===== config.mk =====
export PLATFORM = sky130hd
export DESIGN_NAME = uart_tx_sched_flat
export DESIGN_NICKNAME = d
export VERILOG_FILES = /design/src/rtl/uart_tx_sched_if.sv /design/src/rtl/uart_tx_sched.sv /design/src/flat_wrapper.sv
export SDC_FILE = /design/constraint.sdc
export NUM_CORES = 1
export LEC_CHECK = 0
export CORE_ASPECT_RATIO = 0.7
export CORE_MARGIN = 1.5
export CORE_UTILIZATION = 40
export DETAILED_ROUTE_END_ITERATION = 12
export PLACE_DENSITY_LB_ADDON = 0.1
export SYNTH_ARGS = -nofsm -noshare
export SYNTH_HDL_FRONTEND = slang
export SYNTH_SLANG_ARGS = --single-unit

===== constraint.sdc =====
create_clock -name clk -period 3.4 [get_ports clk]
set_clock_uncertainty 0.15 [all_clocks]
set_input_delay 0.34 -clock clk [delete_from_list [all_inputs] [get_ports clk]]
set_output_delay 0.34 -clock clk [all_outputs]
set_load 0.02 [all_outputs]

===== src/rtl/uart_tx_sched_if.sv =====
// Request/transmit bundle for uart_tx_sched. master = scheduler side, slave = requesters plus UART TX.
interface uart_tx_sched_if;
  logic        rf_vld;
  logic [7:0]  rf_data;
  logic        alu_vld;
  logic [15:0] alu_data;
  logic        rf_ack;
  logic        alu_ack;
  logic [7:0]  tx_p_data;
  logic        tx_data_valid;
  logic        tx_busy;
  logic        sched_busy;
  logic        tx_err;

  modport master (
    input  rf_vld, rf_data, alu_vld, alu_data, tx_busy,
    output rf_ack, alu_ack, tx_p_data, tx_data_valid, sched_busy, tx_err
  );

  modport slave (
    output rf_vld, rf_data, alu_vld, alu_data, tx_busy,
    input  rf_ack, alu_ack, tx_p_data, tx_data_valid, sched_busy, tx_err
  );
endinterface


===== src/rtl/uart_tx_sched.sv =====
// Round-robin share of one UART TX between RF (1-byte) and ALU (2-byte, LSB first) requests.
// Optional macro SCHED_TIMEOUT_EN: abort a byte with a TX_ERR pulse if TX_BUSY never rises.
module uart_tx_sched #(
  parameter int GAP_CYCLES   = 0,
  parameter int BUSY_TIMEOUT = 15
) (
  input  logic            clk,
  input  logic            rst,
  uart_tx_sched_if.master bus
);

  localparam logic [2:0] S_IDLE    = 3'd0;
  localparam logic [2:0] S_SEND    = 3'd1;
  localparam logic [2:0] S_WAIT_HI = 3'd2;
  localparam logic [2:0] S_WAIT_LO = 3'd3;
  localparam logic [2:0] S_GAP     = 3'd4;

  localparam int GW = (GAP_CYCLES > 1) ? $clog2(GAP_CYCLES) : 1;

  if (BUSY_TIMEOUT < 1) begin : g_bad_timeout
    $error("BUSY_TIMEOUT must be at least 1");
  end

  logic [2:0]    state;
  logic          last_alu;      // 1: ALU won the most recent grant
  logic [15:0]   shadow;
  logic [1:0]    bytes_left;
  logic [GW-1:0] gap_cnt;
  logic          rf_ack_q;
  logic          alu_ack_q;
  logic [7:0]    p_data_q;
  logic          valid_q;
  logic          busy_q;
  logic          err_q;
  logic          grant_alu;
  logic          tmo_hit;

  // On a tie the requester that did not win last time is served.
  assign grant_alu = bus.alu_vld && (!bus.rf_vld || !last_alu);

`ifdef SCHED_TIMEOUT_EN
  localparam int TW = $clog2(BUSY_TIMEOUT + 1);
  logic [TW-1:0] tmo_cnt;

  assign tmo_hit = ((state == S_SEND) || (state == S_WAIT_HI)) && !bus.tx_busy
                   && (tmo_cnt == TW'(BUSY_TIMEOUT - 1));

  always_ff @(posedge clk or negedge rst) begin
    if (!rst) begin
      tmo_cnt <= '0;
    end else if ((state == S_SEND) || (state == S_WAIT_HI)) begin
      tmo_cnt <= tmo_cnt + 1'b1;
    end else begin
      tmo_cnt <= '0;
    end
  end
`else
  assign tmo_hit = 1'b0;
`endif

  always_ff @(posedge clk or negedge rst) begin
    if (!rst) begin
      state      <= S_IDLE;
      last_alu   <= 1'b1;
      shadow     <= '0;
      bytes_left <= '0;
      gap_cnt    <= '0;
      rf_ack_q   <= 1'b0;
      alu_ack_q  <= 1'b0;
      p_data_q   <= '0;
      valid_q    <= 1'b0;
      busy_q     <= 1'b0;
      err_q      <= 1'b0;
    end else begin
      rf_ack_q  <= 1'b0;
      alu_ack_q <= 1'b0;
      err_q     <= 1'b0;
      if (tmo_hit) begin
        // Abandon the whole frame; last_alu still points at the aborted requester.
        valid_q    <= 1'b0;
        err_q      <= 1'b1;
        bytes_left <= '0;
        busy_q     <= 1'b0;
        state      <= S_IDLE;
      end else begin
        case (state)
          S_IDLE: begin
            if (bus.rf_vld || bus.alu_vld) begin
              shadow     <= grant_alu ? bus.alu_data : {8'h00, bus.rf_data};
              p_data_q   <= grant_alu ? bus.alu_data[7:0] : bus.rf_data;
              bytes_left <= grant_alu ? 2'd2 : 2'd1;
              alu_ack_q  <= grant_alu;
              rf_ack_q   <= !grant_alu;
              last_alu   <= grant_alu;
              valid_q    <= 1'b1;
              busy_q     <= 1'b1;
              state      <= S_SEND;
            end
          end
          S_SEND: begin
            state <= S_WAIT_HI;
          end
          S_WAIT_HI: begin
            if (bus.tx_busy) begin
              valid_q    <= 1'b0;
              shadow     <= shadow >> 8;
              bytes_left <= bytes_left - 2'd1;
              state      <= S_WAIT_LO;
            end
          end
          S_WAIT_LO: begin
            if (!bus.tx_busy) begin
              if (bytes_left != 2'd0) begin
                p_data_q <= shadow[7:0];
                valid_q  <= 1'b1;
                state    <= S_SEND;
              end else if (GAP_CYCLES > 0) begin
                gap_cnt <= '0;
                state   <= S_GAP;
              end else begin
                busy_q <= 1'b0;
                state  <= S_IDLE;
              end
            end
          end
          S_GAP: begin
            if (gap_cnt == GW'(GAP_CYCLES - 1)) begin
              busy_q <= 1'b0;
              state  <= S_IDLE;
            end else begin
              gap_cnt <= gap_cnt + 1'b1;
            end
          end
          default: begin
            state <= S_IDLE;
          end
        endcase
      end
    end
  end

  assign bus.rf_ack        = rf_ack_q;
  assign bus.alu_ack       = alu_ack_q;
  assign bus.tx_p_data     = p_data_q;
  assign bus.tx_data_valid = valid_q;
  assign bus.sched_busy    = busy_q;
  assign bus.tx_err        = err_q;

endmodule


===== src/flat_wrapper.sv =====
// flat-port wrapper written by rule: the top's interface ports become plain ports
module uart_tx_sched_flat 
#(
  parameter int GAP_CYCLES   = 0,
  parameter int BUSY_TIMEOUT = 15
)
  (clk, rst, bus_rf_vld, bus_rf_data, bus_alu_vld, bus_alu_data, bus_tx_busy, bus_rf_ack, bus_alu_ack, bus_tx_p_data, bus_tx_data_valid, bus_sched_busy, bus_tx_err);
  uart_tx_sched_if bus_i ();
  input  logic clk;
  input  logic rst;
  input wire logic [$bits(bus_i.rf_vld)-1:0] bus_rf_vld;
  input wire logic [$bits(bus_i.rf_data)-1:0] bus_rf_data;
  input wire logic [$bits(bus_i.alu_vld)-1:0] bus_alu_vld;
  input wire logic [$bits(bus_i.alu_data)-1:0] bus_alu_data;
  input wire logic [$bits(bus_i.tx_busy)-1:0] bus_tx_busy;
  output wire logic [$bits(bus_i.rf_ack)-1:0] bus_rf_ack;
  output wire logic [$bits(bus_i.alu_ack)-1:0] bus_alu_ack;
  output wire logic [$bits(bus_i.tx_p_data)-1:0] bus_tx_p_data;
  output wire logic [$bits(bus_i.tx_data_valid)-1:0] bus_tx_data_valid;
  output wire logic [$bits(bus_i.sched_busy)-1:0] bus_sched_busy;
  output wire logic [$bits(bus_i.tx_err)-1:0] bus_tx_err;
  assign bus_i.rf_vld = bus_rf_vld;
  assign bus_i.rf_data = bus_rf_data;
  assign bus_i.alu_vld = bus_alu_vld;
  assign bus_i.alu_data = bus_alu_data;
  assign bus_i.tx_busy = bus_tx_busy;
  assign bus_rf_ack = bus_i.rf_ack;
  assign bus_alu_ack = bus_i.alu_ack;
  assign bus_tx_p_data = bus_i.tx_p_data;
  assign bus_tx_data_valid = bus_i.tx_data_valid;
  assign bus_sched_busy = bus_i.sched_busy;
  assign bus_tx_err = bus_i.tx_err;
  uart_tx_sched #(.GAP_CYCLES(GAP_CYCLES), .BUSY_TIMEOUT(BUSY_TIMEOUT)) u_core (.clk(clk), .rst(rst), .bus(bus_i));
endmodule

==> impl_metrics.ini, run 1 <==
[floorplanning]
num_rows = 20
start_util = 0.4237
die_y_um = 60.31
die_w_um = 84.87
die-area_um2 = 5119
num_io_pins = 42
core_area_um2 = 4429

[synth]
yosys-top-cells-count = dfrtp_1 (32), mux2i_1 (20), nor2_1 (17)
synth_area_leader_cell = dfrtp_1
syn_area_um2 = 1877
synth.most_common_cell = dfrtp_1
ys_warn_count = 0
synth.distinct_cells = 35
syn-num-nets = 218
avgSynthCellArea_um2 = 10.37
ys_seq_area_frac = 0.4407
synth_top_area_share = 0.4267
async_flop_share = 1.000
ys_ff_latch = 33
synth.area.top_cells = dfrtp_1 (43%), mux2i_1 (11%), ha_1 (5.3%), a32o_1 (4.3%), a22o_1 (3.7%)
synthCells = 181
ys.flop_type = dfrtp_1
synth_edf_count = 0

[run_status]
violations = DRC
status = finished, violations left

[global_route]
grtUsageTotal = 0.1969
grt_pass1_wl_um = 7672
grt_overflow = 0
antenna_found_initial = 0
grt_pass1_vias = 1525
grt_max_degree = 34

[sta]
relSlewSlack = 0.3434
hold_viol_final = 0
fmax_mhz = 373.4
setup_tns_ns = 0
worst_pin_slew_ns = 0.9791
rsz0062_at_grt = false
period_share = 0.7876
period_minus_slack_ns = 2.678
setup_viol_count_final = 0
slew_violations = 0

[clock_network]
clock_tree.root_cell = clkbuf_8
clkLatencyLatePin_ns = 0.28
cts_buffers = 5
cts_setup_buffers = 0
postCtsHoldBufs = 0
h-tree-depth = 2
cts.path.max_buffers = 2
cts_tree = yes
cts.sinks = 33
cts_resized = 0
path_clk_slew_ns = 0.06

[power]
power_density_nw_per_um2 = 896.6
comb_power_share = 0.521
irDropWorstVdd_mv = 0.3074
p_seq_frac = 0.330
clkPwrFrac = 0.149
leakagePower_uw = 0.001013
net-switching-power_uw = 865.4
power_uw = 2148
internal_power_uw = 1283
p_sw_frac = 0.4028

[placement]
gp_congestion = 0.7904
placed_area_um2 = 2295
io_buffer_count = 40
dp_cells = 264
dp_hpwl_um = 3330

[setup_path]
crit_required_ns = 3.45
start_kind = flop
endpoint_kind = flop
worstSetupPathType = reg2reg
critPathMaxFanout = 16
arrival_ns = 2.72

[final_layout]
stdcell_area_um2 = 2396
nFillCells = 371
final_core_util = 0.5410
area_delta_synth_final_pct = 27.67
final_nets = 253
fin_cells = 272
antennaDiodeCount = 0
drive_gt1_frac = 0.07373

[routing]
first_pass_iters = 8
routed_via_density = 5.680
drt_iter0_drc = 143
wl_um = 4587
post_drt_wl_per_cell_um = 16.86
vias = 1545
drc = 6
detail-route-antenna-nets = 0

[hold_path]
worstHoldPathType = in2async

[run]
maxCapViolCount = 0
==> worst max-delay path, stage by stage (launching register included) <==
cell and delay, ns:
dfrtp_1 0.44, inv_1 0.13, ha_1 0.52, mux2i_1 0.69, nand2b_1 0.44, mux2i_1 0.23
==> cell usage in the layout, fill, tap and decap left out, types with 2 or more instances in the layout <==
master / count
clkbuf_8: 7
o211ai_1: 8
a32o_1: 8
o21a_1: 8
a21oi_1: 3
o21ai_0: 13
nor3b_1: 3
buf_4: 3
inv_1: 8
mux2i_1: 20
ha_1: 8
clkdlybuf4s50_1: 40
nor2_1: 17
mux2_2: 2
dfrtp_1: 32
nand2_1: 4
a22o_1: 8
nand4_1: 8
==> state kept, by name (all words and copies together), names as in the netlist <==
register,flops
u_core.bus.alu_ack,1
u_core.state,2
u_core.last_alu,1
u_core.bus.sched_busy,1
u_core.bus.tx_p_data,8
u_core.bytes_left,2
u_core.shadow,16
u_core.bus.tx_data_valid,1
u_core.bus.rf_ack,1
==> metrics by stage <==
step           hold WS [ns]  setup WS [ns]
2_1_floorplan       -0.1056          1.484
3_3_place_gp         0.3211         0.9847
3_5_place_dp         0.3325         0.7524
4_1_cts              0.3226         0.7454
5_1_grt              0.3524         0.4559
6_report             0.3131         0.7221
==> path summary, 6_finish.rpt <==
check	start	endpoint	slack, ns	depth (start not counted)
worst min-delay path	rst	u_core.bus.tx_data_valid$_DFFE_PN0P_	0.31	2
worst max-delay path	u_core.state[0]$_DFFE_PN0P_	u_core.bytes_left[0]$_DFFE_PN0P_	0.72	5
max in group asynchronous	rst	u_core.last_alu$_DFFE_PN1P_	2.46	2
worst max register to register	u_core.state[0]$_DFFE_PN0P_	u_core.bytes_left[0]$_DFFE_PN0P_	0.72	5
min in group clk	u_core.bus.tx_p_data[3]$_DFFE_PN0P_	u_core.bus.tx_p_data[3]$_DFFE_PN0P_	0.34	1
worst min register to register	u_core.bus.tx_p_data[3]$_DFFE_PN0P_	u_core.bus.tx_p_data[3]$_DFFE_PN0P_	0.34	1
==> power by group through the flow <==
| stage | Sequential [µW] | Combinational, µW | Clock [µW] |
|---|---|---|---|
| 3_5_place_dp | 712 | 1120 | 0 |
| 3_3_place_gp | 700 | 1080 | 0 |
| 4_1_cts | 705 | 1130 | 329 |
| 5_1_grt | 733 | 1240 | 347 |
| 6_report | 710 | 1120 | 319 |
| 2_1_floorplan | 751 | 724 | 0 |
==> kinds of logic after synthesis <==
family,count (synthesis),synth area share
DFF,33,0.4407
muxes,22,0.1187
other,1,0.001998
and+or+nand+nor,39,0.1073
buffers and inverters,23,0.05733
adders and majority gates,8,0.05334
AOI/OAI and AO/OA,55,0.2207
==> area by class of cell <==
| type | instances | area (µm²) | area share |
|---|---|---|---|
| Clock inverter | 1 | 5.005 | 0.002089 |
| Clock buffer | 7 | 96.34 | 0.04021 |
| Multi-Input combinational cell | 125 | 945.9 | 0.3948 |
| Inverter | 8 | 30.03 | 0.01253 |
| Tap cell | 55 | 68.82 | 0.02872 |
| Timing Repair Buffer | 43 | 422.9 | 0.1765 |
| Sequential cell | 33 | 827.0 | 0.3452 |
==> layer usage <==
layer	routed length (µm)	global-route usage	vias up	part of all wire
li1	-	-	743	-
met4	47	0.07026	0	0.010
met3	341	0.05663	6	0.074
met2	2010	0.3040	55	0.44
met1	2188	0.2684	741	0.48
met5	0	0	-	0
No activity file was read; power rests on OpenSTA's default activity.
==> run 2: changes to the inputs <==
Clock period 3.4 ns to 2.26 ns, I/O delays scaled along.
==> run 2 against run 1 <==
Net effect:
- the run still ends with DRC left
- sequential power rose by 51%
- register-to-register slack worse by 0.60 ns
- worst hold slack lost 0.12 ns
- via count rose by 2.7%
- global-route usage decreased by 0.12 points
- die area unchanged
- first-iteration DRC count down 32%
- wire length down 1.2%
- critical endpoint is now u_core.bus.tx_p_data[4]$_DFFE_PN0P_
==> impl_metrics.ini, run 2 (synthesized netlist as in run 1, its figures left out) <==
[routing]
wl_um = 4530
first_pass_iters = 9
drt_iter0_drc = 97
routed_via_density = 5.624
drc = 3
vias = 1586
post_drt_wl_per_cell_um = 16.06
detail-route-antenna-nets = 0

[global_route]
grt_max_degree = 34
grt_pass1_wl_um = 7486
antenna_found_initial = 0
grt_pass1_vias = 1556
grtUsageTotal = 0.1956
grt_overflow = 0

[run_status]
status = finished, violations left
violations = DRC

[placement]
dp_cells = 274
gp_congestion = 0.8164
io_buffer_count = 40
dp_hpwl_um = 3390
place_ws_ns = 0.07590

[power]
power_density_nw_per_um2 = 1326
irDropWorstVdd_mv = 0.4783
leakagePower_uw = 0.001052

[setup_path]
arrival_ns = 2.16
critPathMaxFanout = 9
worstSetupPathType = reg2reg
start_kind = flop
endpoint_kind = flop
crit_required_ns = 2.28
r2r_start = u_core.state[0]$_DFFE_PN0P_
critPathLaunch = u_core.state[0]$_DFFE_PN0P_
reg2reg_depth = 6

[final_layout]
fin_cells = 282
layout_commonest_cell = clkdlybuf4s50_1
antennaDiodeCount = 0
layout_common_cells = clkdlybuf4s50_1 (40), dfrtp_1 (32), mux2i_1 (20)
largest_register_ffs = 16
largest_register = u_core.shadow
final_nets = 263
area_delta_synth_final_pct = 31.20
nFillCells = 385
drive_gt1_frac = 0.1233

[run]
maxCapViolCount = 0

[floorplanning]
num_io_pins = 42
start_util = 0.4237
die_y_um = 60.31
core_area_um2 = 4429
num_rows = 20
die-area_um2 = 5119
die_w_um = 84.87

[sta]
rsz0062_at_grt = false
slew_violations = 0
period_share = 0.9462
hold_viol_final = 0
setup_viol_count_final = 0
fmax_mhz = 467.6
setup_tns_ns = 0
period_minus_slack_ns = 2.138
setup_ws_ns = 0.1216

[clock_network]
cts_buffers = 5
cts.sinks = 33
postCtsHoldBufs = 0
clkLatencyLatePin_ns = 0.28
cts_tree = yes
clock_tree.root_cell = clkbuf_8
path_clk_slew_ns = 0.06
h-tree-depth = 2
cts.path.max_buffers = 2

[hold_path]
worstHoldPathType = in2async
-- run 2: worst max-delay path, cell delays in order (launching register included) --
cell and delay, ns:
dfrtp_1 0.43, inv_1 0.14, ha_2 0.27, or3b_1 0.47
buf_4 0.21, o21a_1 0.10, a32o_1 0.25
-- run 2: where the power goes --
group	internal, µW	total, µW	switching, µW
logic	853	1770	922
registers	883	1070	189
clock network	213	420	207
-- run 2: final cells by class --
cell class / instances / area (µm²) / share of cell area
clock buffer: 6 / 72.57 / 0.02947
clock inverter: 2 / 10.01 / 0.004065
inverter: 8 / 30.03 / 0.01220
multi-input combinational: 125 / 955.9 / 0.3882
sequential: 33 / 827.0 / 0.3359
tap: 55 / 68.82 / 0.02795
timing repair buffer: 53 / 498.0 / 0.2022
-- run 2: final timing paths --
| kind | endpoint | slack [ns] |
|---|---|---|
| setup / recovery | u_core.bus.tx_p_data[4]$_DFFE_PN0P_ | 0.12 |
| hold reg to reg | u_core.bus.tx_p_data[1]$_DFFE_PN0P_ | 0.35 |
| min in group clk | u_core.bus.tx_p_data[1]$_DFFE_PN0P_ | 0.35 |
| hold / removal | u_core.bus.tx_data_valid$_DFFE_PN0P_ | 0.19 |
| max in group asynchronous | u_core.last_alu$_DFFE_PN1P_ | 1.44 |
| setup reg to reg | u_core.bus.tx_p_data[4]$_DFFE_PN0P_ | 0.12 |
-- run 2: through the flow --
step                power [µW]  instance area (µm²)  utilization  hold WS (ns)
CTS                       3264                 2452       0.5537        0.1981
global placement          2758                 2370       0.5350        0.3257
global route              3509                 2462       0.5559        0.2520
detailed placement        2840                 2370       0.5350        0.3349
finish                    3266                 2462       0.5559        0.1899
floorplan                 2219                 1877            -       -0.2196
-- run 2: what timing repair did --
item | CTS | global route
hold endpoints to repair | 0 | 0
gates resized for setup | 0 | 3
buffers inserted | 0 | 0
setup endpoints to repair | 0 | 21
-- run 2: metal layers --
| metal | vias up | wire length, µm | track usage |
|---|---|---|---|
| met5 | - | 0 | 0 |
| met3 | 4 | 355 | 0.05249 |
| li1 | 762 | - | - |
| met1 | 763 | 2113 | 0.2601 |
| met4 | 0 | 34 | 0.07728 |
| met2 | 57 | 2026 | 0.3109 |
==> run 3: changes to the inputs <==
Settings changed: CAP_MARGIN set to 20.
==> results of run 3 <==
Same layout as run 2: the final DEF is identical, and so are final timing and power.
